`src/rtl/fifo_word_packer.sv`:
```
// -----------------------------------------------------------------------------
// fifo_word_packer
//
// Read-side drain stage for the synchronous byte FIFO. Bytes are pulled with
// single-cycle active-low read strobes, packed PACK_RATIO at a time into one
// wide word (first byte in lane 0, the least significant lane) and presented
// on a valid/ready stream. A flush request emits the current partial word
// together with a lane-keep mask.
//
// Ports
//   clk         in   clock, rising edge
//   rst_n       in   asynchronous active-low reset
//   fifo_empty  in   registered FIFO empty flag (one edge late)
//   fifo_dout   in   FIFO read data, valid the cycle after fifo_rd_n is low
//   fifo_rd_n   out  registered active-low read strobe
//   flush       in   single-cycle request to emit the partial word
//   m_data      out  packed word, lane k = [k*DATA_WIDTH +: DATA_WIDTH]
//   m_keep      out  per-lane valid mask
//   m_valid     out  m_data/m_keep valid
//   m_ready     in   downstream accept
//   busy        out  state not POLL, or lanes assembled, or word pending
// -----------------------------------------------------------------------------
module fifo_word_packer #(
    parameter int DATA_WIDTH = 8,
    parameter int PACK_RATIO = 4
) (
    input  logic                             clk,
    input  logic                             rst_n,
    input  logic                             fifo_empty,
    input  logic [DATA_WIDTH-1:0]            fifo_dout,
    output logic                             fifo_rd_n,
    input  logic                             flush,
    output logic [DATA_WIDTH*PACK_RATIO-1:0] m_data,
    output logic [PACK_RATIO-1:0]            m_keep,
    output logic                             m_valid,
    input  logic                             m_ready,
    output logic                             busy
);

    localparam int CW = $clog2(PACK_RATIO + 1);
    localparam int WW = DATA_WIDTH * PACK_RATIO;

    typedef enum logic [1:0] {
        ST_INIT,
        ST_POLL,
        ST_READ,
        ST_CAPTURE
    } state_e;

    state_e                  state_q, state_d;
    logic [CW-1:0]           count_q, count_d;
    logic [WW-1:0]           asm_q, asm_d;
    logic                    pend_q, pend_d;
    logic                    rd_n_q, rd_n_d;
    logic [WW-1:0]           m_data_q, m_data_d;
    logic [PACK_RATIO-1:0]   m_keep_q, m_keep_d;
    logic                    m_valid_q, m_valid_d;

    logic                    out_free;
    logic                    count_full;
    logic [PACK_RATIO-1:0]   keep_mask;

    assign out_free   = !m_valid_q || m_ready;
    assign count_full = (count_q == CW'(PACK_RATIO));

    // Lanes below the assembly count hold captured bytes.
    always_comb begin
        keep_mask = '0;
        for (int k = 0; k < PACK_RATIO; k++) begin
            keep_mask[k] = (CW'(k) < count_q);
        end
    end

    // NOTE: every signal assigned here gets a default first, so no path can
    // leave one unassigned and infer a latch.
    always_comb begin
        logic xfer;
        logic pend_clear;

        state_d    = state_q;
        count_d    = count_q;
        asm_d      = asm_q;
        rd_n_d     = 1'b1;
        m_data_d   = m_data_q;
        m_keep_d   = m_keep_q;
        m_valid_d  = m_valid_q && !m_ready;
        xfer       = 1'b0;
        pend_clear = 1'b0;

        unique case (state_q)
            ST_INIT: begin
                // fifo_empty still shows its reset value here; do not trust it.
                state_d = ST_POLL;
            end
            ST_POLL: begin
                if (count_full) begin
                    xfer = out_free;
                end else if (pend_q) begin
                    if (count_q == '0) begin
                        pend_clear = 1'b1;
                    end else begin
                        xfer = out_free;
                    end
                end else if (!fifo_empty) begin
                    rd_n_d  = 1'b0;
                    state_d = ST_READ;
                end
            end
            ST_READ: begin
                state_d = ST_CAPTURE;
            end
            ST_CAPTURE: begin
                for (int k = 0; k < PACK_RATIO; k++) begin
                    if (count_q == CW'(k)) begin
                        asm_d[k*DATA_WIDTH +: DATA_WIDTH] = fifo_dout;
                    end
                end
                count_d = count_q + CW'(1);
                state_d = ST_POLL;
            end
            default: state_d = ST_INIT;
        endcase

        // Unused lanes are already zero: the assembly is cleared on every
        // transfer and lanes fill in order.
        if (xfer) begin
            m_data_d   = asm_q;
            m_keep_d   = keep_mask;
            m_valid_d  = 1'b1;
            count_d    = '0;
            asm_d      = '0;
            pend_clear = 1'b1;
        end

        // A flush landing on the clearing edge is kept for the next word.
        pend_d = (pend_q && !pend_clear) || flush;
    end

    // NOTE: state registers use non-blocking assignments so every register
    // samples the pre-edge values computed above.
    // NOTE: the assembly and output word are reset too, so a reset always
    // discards partial data and the outputs start from zero.
    always_ff @(posedge clk or negedge rst_n) begin
        if (!rst_n) begin
            state_q   <= ST_INIT;
            count_q   <= '0;
            asm_q     <= '0;
            pend_q    <= 1'b0;
            rd_n_q    <= 1'b1;
            m_data_q  <= '0;
            m_keep_q  <= '0;
            m_valid_q <= 1'b0;
        end else begin
            state_q   <= state_d;
            count_q   <= count_d;
            asm_q     <= asm_d;
            pend_q    <= pend_d;
            rd_n_q    <= rd_n_d;
            m_data_q  <= m_data_d;
            m_keep_q  <= m_keep_d;
            m_valid_q <= m_valid_d;
        end
    end

    assign fifo_rd_n = rd_n_q;
    assign m_data    = m_data_q;
    assign m_keep    = m_keep_q;
    assign m_valid   = m_valid_q;
    assign busy      = (state_q != ST_POLL) || (count_q != '0) || m_valid_q;

endmodule

```
`config.mk`:
```
export PLATFORM = sky130hd
export DESIGN_NAME = fifo_word_packer
export DESIGN_NICKNAME = d
export VERILOG_FILES = /design/src/rtl/fifo_word_packer.sv
export SDC_FILE = /design/constraint.sdc
export NUM_CORES = 1
export LEC_CHECK = 0
export BUFFER_PORTS_ARGS = -buffer_cell sky130_fd_sc_hd__buf_2
export CORE_MARGIN = 2
export CORE_UTILIZATION = 35
export CTS_BUF_LIST = sky130_fd_sc_hd__clkbuf_4 sky130_fd_sc_hd__clkbuf_8
export DETAILED_ROUTE_END_ITERATION = 7
export GPL_TIMING_DRIVEN = 0
export PLACE_DENSITY = 0.51
export SLEW_MARGIN = 15
export SYNTH_ARGS = -nofsm -noshare
export SYNTH_HDL_FRONTEND = slang
export SYNTH_SLANG_ARGS = --single-unit
```
`constraint.sdc`:
```
create_clock -name clk -period 2.4 [get_ports clk]
set_input_delay 0.24 -clock clk [delete_from_list [all_inputs] [get_ports clk]]
set_output_delay 0.24 -clock clk [all_outputs]
set_load 0.1 [all_outputs]
```
## Yosys cells after proc, flatten, opt, wreduce, memory -nomap -nowiden

Cells that the tools add are included.

- Word-level logic and storage cells: 76
- Flip-flop bits (word level): 76
- Output and inout port bits: 39
- Input port bits: 13

- Multiplexer cells: 26
- Equality and inequality tests: 11
- Reduce and logical (&&, ||, !) cells: 23
- Magnitude comparators: 4
- Add/sub/neg operators: 1

Operators by type and width:

| kind | number |
|---|---|
| two-way mux 32 bit | 2 |
| two-way mux 8 bit | 4 |
| two-way mux 1 bit | 14 |
| nonzero test 2 bit | 5 |
| AND reduction 2 bit | 4 |
| equality test 3 x 2 -> 1 bit, second input constant | 2 |
| less-than comparator 1 x 3 -> 1 bit, first input constant | 2 |
| less-than comparator 2 x 3 -> 1 bit, first input constant | 2 |
| two-way mux 2 bit | 3 |
| two-way mux 3 bit | 2 |
| != test 2 bit, second input constant | 3 |
| case mux 2 bit (3 select lines) | 1 |
| equality test 2 bit, second input constant | 2 |
| logical OR 1 bit | 4 |
| adder 3 x 1 -> 3 bit, second input constant | 1 |
| equality test 3 x 1 -> 1 bit, second input constant | 1 |
| equality test 3 bit, second input constant | 1 |
| logical NOT 1 bit | 3 |
| logical NOT 3 bit | 1 |
| AND reduction 3 bit | 1 |
| nonzero test 3 bit | 1 |
| equality test 2 x 1 -> 1 bit, second input constant | 1 |
| logical AND 1 bit | 2 |
| logical NOT 2 bit | 1 |
| 2 further kinds | 2 |

## Depth between registers and ports, before layout

- Depth after elaboration: 10
- Gate-level depth with buffers: 9
- Mapped depth without buffers: 5

## Worst setup path before layout

OpenSTA, ideal clock, no wires.

- Kind: flip-flop to flip-flop
- From: register m_valid_q, in the netlist m_valid
- To: register m_data_q[10], in the netlist m_data[10]
- Setup time: 0.126 ns
- Path buffers: 2
- Stages on the path, launching flop included: 6
- Slack: 0.332 ns
- Arrival: 1.941 ns
- Path through: dfrtp_1 -> nand2b_1 -> and3_4 -> buf_6 -> buf_12 -> mux2_4

- Longest elaborated chain between the ends: 6

Ends and longest elaborated chain:

| element | RTL line | RTL |
|---|---|---|
| start, declared | 57 | `logic m_valid_q, m_valid_d;` |
| start signal, assigned | 161 | `m_valid_q <= m_valid_d;` |
| logical NOT 1 bit (*) | 63 | `assign out_free = !m_valid_q \|\| m_ready;` |
| logical OR 1 bit (*) | 63 |  |
| two-way mux 1 bit | 99 | `if (count_q == '0) begin` |
| two-way mux 1 bit | 98 | `end else if (pend_q) begin` |
| two-way mux 1 bit (*) | 96 | `if (count_full) begin` |
| two-way mux 1 bit (*) | 90 | `unique case (state_q)` |
| end signal, assigned | 159 | `m_data_q <= m_data_d;` |
| end, declared | 55 | `logic [WW-1:0] m_data_q, m_data_d;` |

Every way passes the cells marked *; elsewhere a longest branch is shown, timed or not.
A chain may end at the register's enable or synchronous reset.

## Final worst setup path

- From: register count_q[0]
- To: register m_data_q[8], in the netlist m_data[8]

- Longest elaborated chain between the ends: 5
- Elaborated cells between the ends (all ways): 6

Ends and longest elaborated chain:

| element | RTL line | RTL |
|---|---|---|
| start, declared | 51 | `logic [CW-1:0] count_q, count_d;` |
| start signal, assigned | 155 | `count_q <= count_d;` |
| logical NOT 3 bit | 99 |  |
| two-way mux 1 bit | 99 |  |
| two-way mux 1 bit | 98 |  |
| two-way mux 1 bit (*) | 96 |  |
| two-way mux 1 bit (*) | 90 |  |

Marked as above.

==> impl_metrics.yaml <==
outcome:
  status: "finished, final reports clean"
critical_path:
  end_kind: "register"
  critical_path_class: "reg2reg"
  critPathMaxFanout: 10
  r2r_end: "m_data[8]$_DFFE_PN0P_"
  r2r_setup_slack_ns: 0.17
  crit_path_start_kind: "register"
  rr_worst_depth: 8
  worstReg2RegStart: "count_q[0]$_DFFE_PN0P_"
  worstPathArrival_ns: 2.47
  cp.required_ns: 2.63
clock_tree:
  clk-insertion-delay-late_ns: 0.34
  htree_levels: 3
  path_clk_slew_ns: 0.08
  clkSinkCount: 76
  cts_inserted_buffers: 9
  cts_tree: "yes"
  cts_root_buffer: "clkbuf_8"
  cts_buffer_depth: 2
timing:
  slew_headroom: 0.664
  drv_slew: 0
  tightestPinTransition_ns: 0.502
  finalHoldViolCount: 0
  period_minus_slack_ns: 2.23
  timing.fmax_ghz: 0.448
  skew_ns: 0.00644
  tns_ns: 0
  grt_setup_unrepaired: "false"
  worst_slack_ns: 0.167
  finalSetupViolations: 0
  fin_crit_sh: 0.931
die:
  rows: 35
  initial_core_util: 0.356
  die_x_um: 100
  coreArea_um2: 9110
  io_pins: 52
  dieArea_um2: 10000
  die_h_um: 100
routing:
  firstDrtPassIters: 6
  post_drt_via_cell_ratio: 4.69
  ant_nets: 0
  num_vias: 1975
  avgRoutedWirePerCell_um: 15.6
  routed_wl_mm: 6.56
  drtIter0Drc: 51
  drc: 0
worst_hold_path:
  holdPathEnd: "pend_q$_DFF_PN0_"
  min_from: "flush"
  holdCritPathClass: "in2reg"
  hold_depth: 2
placement:
  place.gp.congestion: 0.711
  dp_hpwl_mm: 4.34
  place_ws_ns: 0.163
  io_buffers: 51
grt:
  grt_pass1_wl_mm: 10.5
  grt_usage: 0.140
  antenna_found_initial: 0
  grt_max_degree: 50
  grt_pass1_vias: 1949
  grt.overflow.total: 0
yosys:
  synthTopCellsByArea: "dfrtp_1 (58%), mux2_4 (9.7%), mux2i_1 (7.7%), mux2_2 (4.9%), nor2_1 (3.2%)"
  synth-seq-cells: 76
  synth_top_cell_by_area: "dfrtp_1"
  synth_common_cells: "dfrtp_1 (75), nor2_1 (28), mux2i_1 (25), mux2_4 (21), nand2_1 (19)"
  synth_edf_count: 0
  yosysSeqAreaShare: 0.587
  synth_top_flop_cell: "dfrtp_1"
  synth_warnings: 0
  synth_async_sr_flop_share: 1.00
  synth_cell_type_count: 30
  synth.net_count: 260
  synth.most_common_cell: "dfrtp_1"
  synth_top_cell_area_share: 0.579
  synth_area_um2: 3240
  avgSynthCellArea_um2: 13.4
  synth_cells: 241
final_layout:
  syn_to_final_growth_pct: 20.9
  antenna_cells: 0
  nFillCells: 874
  drive_gt1_frac: 0.384
  layout.nets: 324
run:
  max_cap_violations: 0
==> how the worst max path moves through the flow <==
stage	from	end	slack (ns)	depth (start not counted)
6_report	count_q[0]$_DFFE_PN0P_	m_data[8]$_DFFE_PN0P_	0.17	8
5_1_grt	count_q[0]$_DFFE_PN0P_	m_data[23]$_DFFE_PN0P_	0.02	8
4_1_cts	count_q[0]$_DFFE_PN0P_	m_data[8]$_DFFE_PN0P_	0.15	8
3_5_place_dp	count_q[0]$_DFFE_PN0P_	m_data[22]$_DFFE_PN0P_	0.16	8
3_3_place_gp	count_q[0]$_DFFE_PN0P_	m_data[10]$_DFFE_PN0P_	0.17	8
2_1_floorplan	m_valid$_DFF_PN0_	m_data[10]$_DFFE_PN0P_	0.33	5
==> critical path: stages (launching register included) <==
cell and delay, ns:
dfrtp_1 0.35, clkbuf_1 0.25, inv_1 0.11, ha_1 0.27, mux2_4 0.34, and3_4 0.19
buf_6 0.15, buf_12 0.16, mux2_4 0.29
==> what timing repair did <==
item                      4_1_cts  5_1_grt
hold endpoints to repair       26        0
hold buffers                    1        0
gates resized for setup         0        0
setup buffers                   0        0
==> layer usage <==
layer	share of wire	routed length, um	vias to the layer above	global-route usage
met5	0	0	-	0
met4	0.019	125	0	0.0632
met3	0.031	203	11	0.0272
met2	0.43	2840	42	0.199
met1	0.52	3390	974	0.207
li1	-	-	948	-
==> metrics by stage <==
step | utilization | cells | hold slack, ns | instance area, um2
6_report | 0.430 | 421 | 0.0910 | 3920
5_1_grt | 0.430 | 421 | 0.0815 | 3920
4_1_cts | 0.430 | 421 | 0.0807 | 3920
3_5_place_dp | 0.402 | 404 | 0.203 | 3660
3_3_place_gp | 0.399 | 403 | 0.435 | 3630
2_1_floorplan | - | 241 | -0.0556 | 3240
==> state kept, by name, indices dropped and copies added, names as in the netlist <==
| name | cells |
|---|---|
| asm_q | 32 |
| count_q | 3 |
| fifo_rd_n | 1 |
| m_data | 32 |
| m_keep | 4 |
| m_valid | 1 |
| pend_q | 1 |
| state_q | 2 |
==> placed cells by master (no fill, tap or decap), types with 2 or more instances in the layout <==
master,netlist,final
buf_12,2,2
or2_2,2,2
bufinv_16,0,3
ha_1,6,6
buf_2,0,50
clkbuf_1,3,3
nand3b_1,3,3
buf_4,1,2
a31oi_1,2,2
nor3_1,2,2
clkbuf_2,3,3
inv_1,4,4
a21oi_1,13,13
buf_6,5,5
nand2_1,19,19
dfrtp_1,75,75
clkbuf_8,0,9
nand2b_1,2,2
mux2_2,14,14
mux2i_1,25,25
nor2_1,28,28
clkinvlp_4,0,3
mux2_4,21,21
==> area by class of cell <==
| class | count | area, um2 | area share |
|---|---|---|---|
| Clock inverter | 6 | 113 | 0.0287 |
| Buffer | 15 | 134 | 0.0342 |
| Clock buffer | 10 | 131 | 0.0335 |
| Multi-Input combinational cell | 146 | 1190 | 0.303 |
| Inverter | 4 | 15.0 | 0.00383 |
| Tap cell | 111 | 139 | 0.0354 |
| Sequential cell | 76 | 1900 | 0.486 |
| Timing Repair Buffer | 53 | 295 | 0.0754 |
==> cells by family (layout without fill, tap and decap cells) <==
logic type,after synthesis,after routing,share of synthesized area
AND/OR/NAND/NOR,61,61,0.0861
adder cells (fa/ha/maj),6,6,0.0232
AO/OA/AOI/OAI,17,17,0.0290
flip-flops,76,76,0.587
multiplexers,60,60,0.223
XOR/XNOR,2,2,0.00541
buffers and inverters,19,88,0.0459
Power is left out: the tool's default activity adds up to more than one toggle a clock period on the data nets, which glitch-free logic cannot reach.
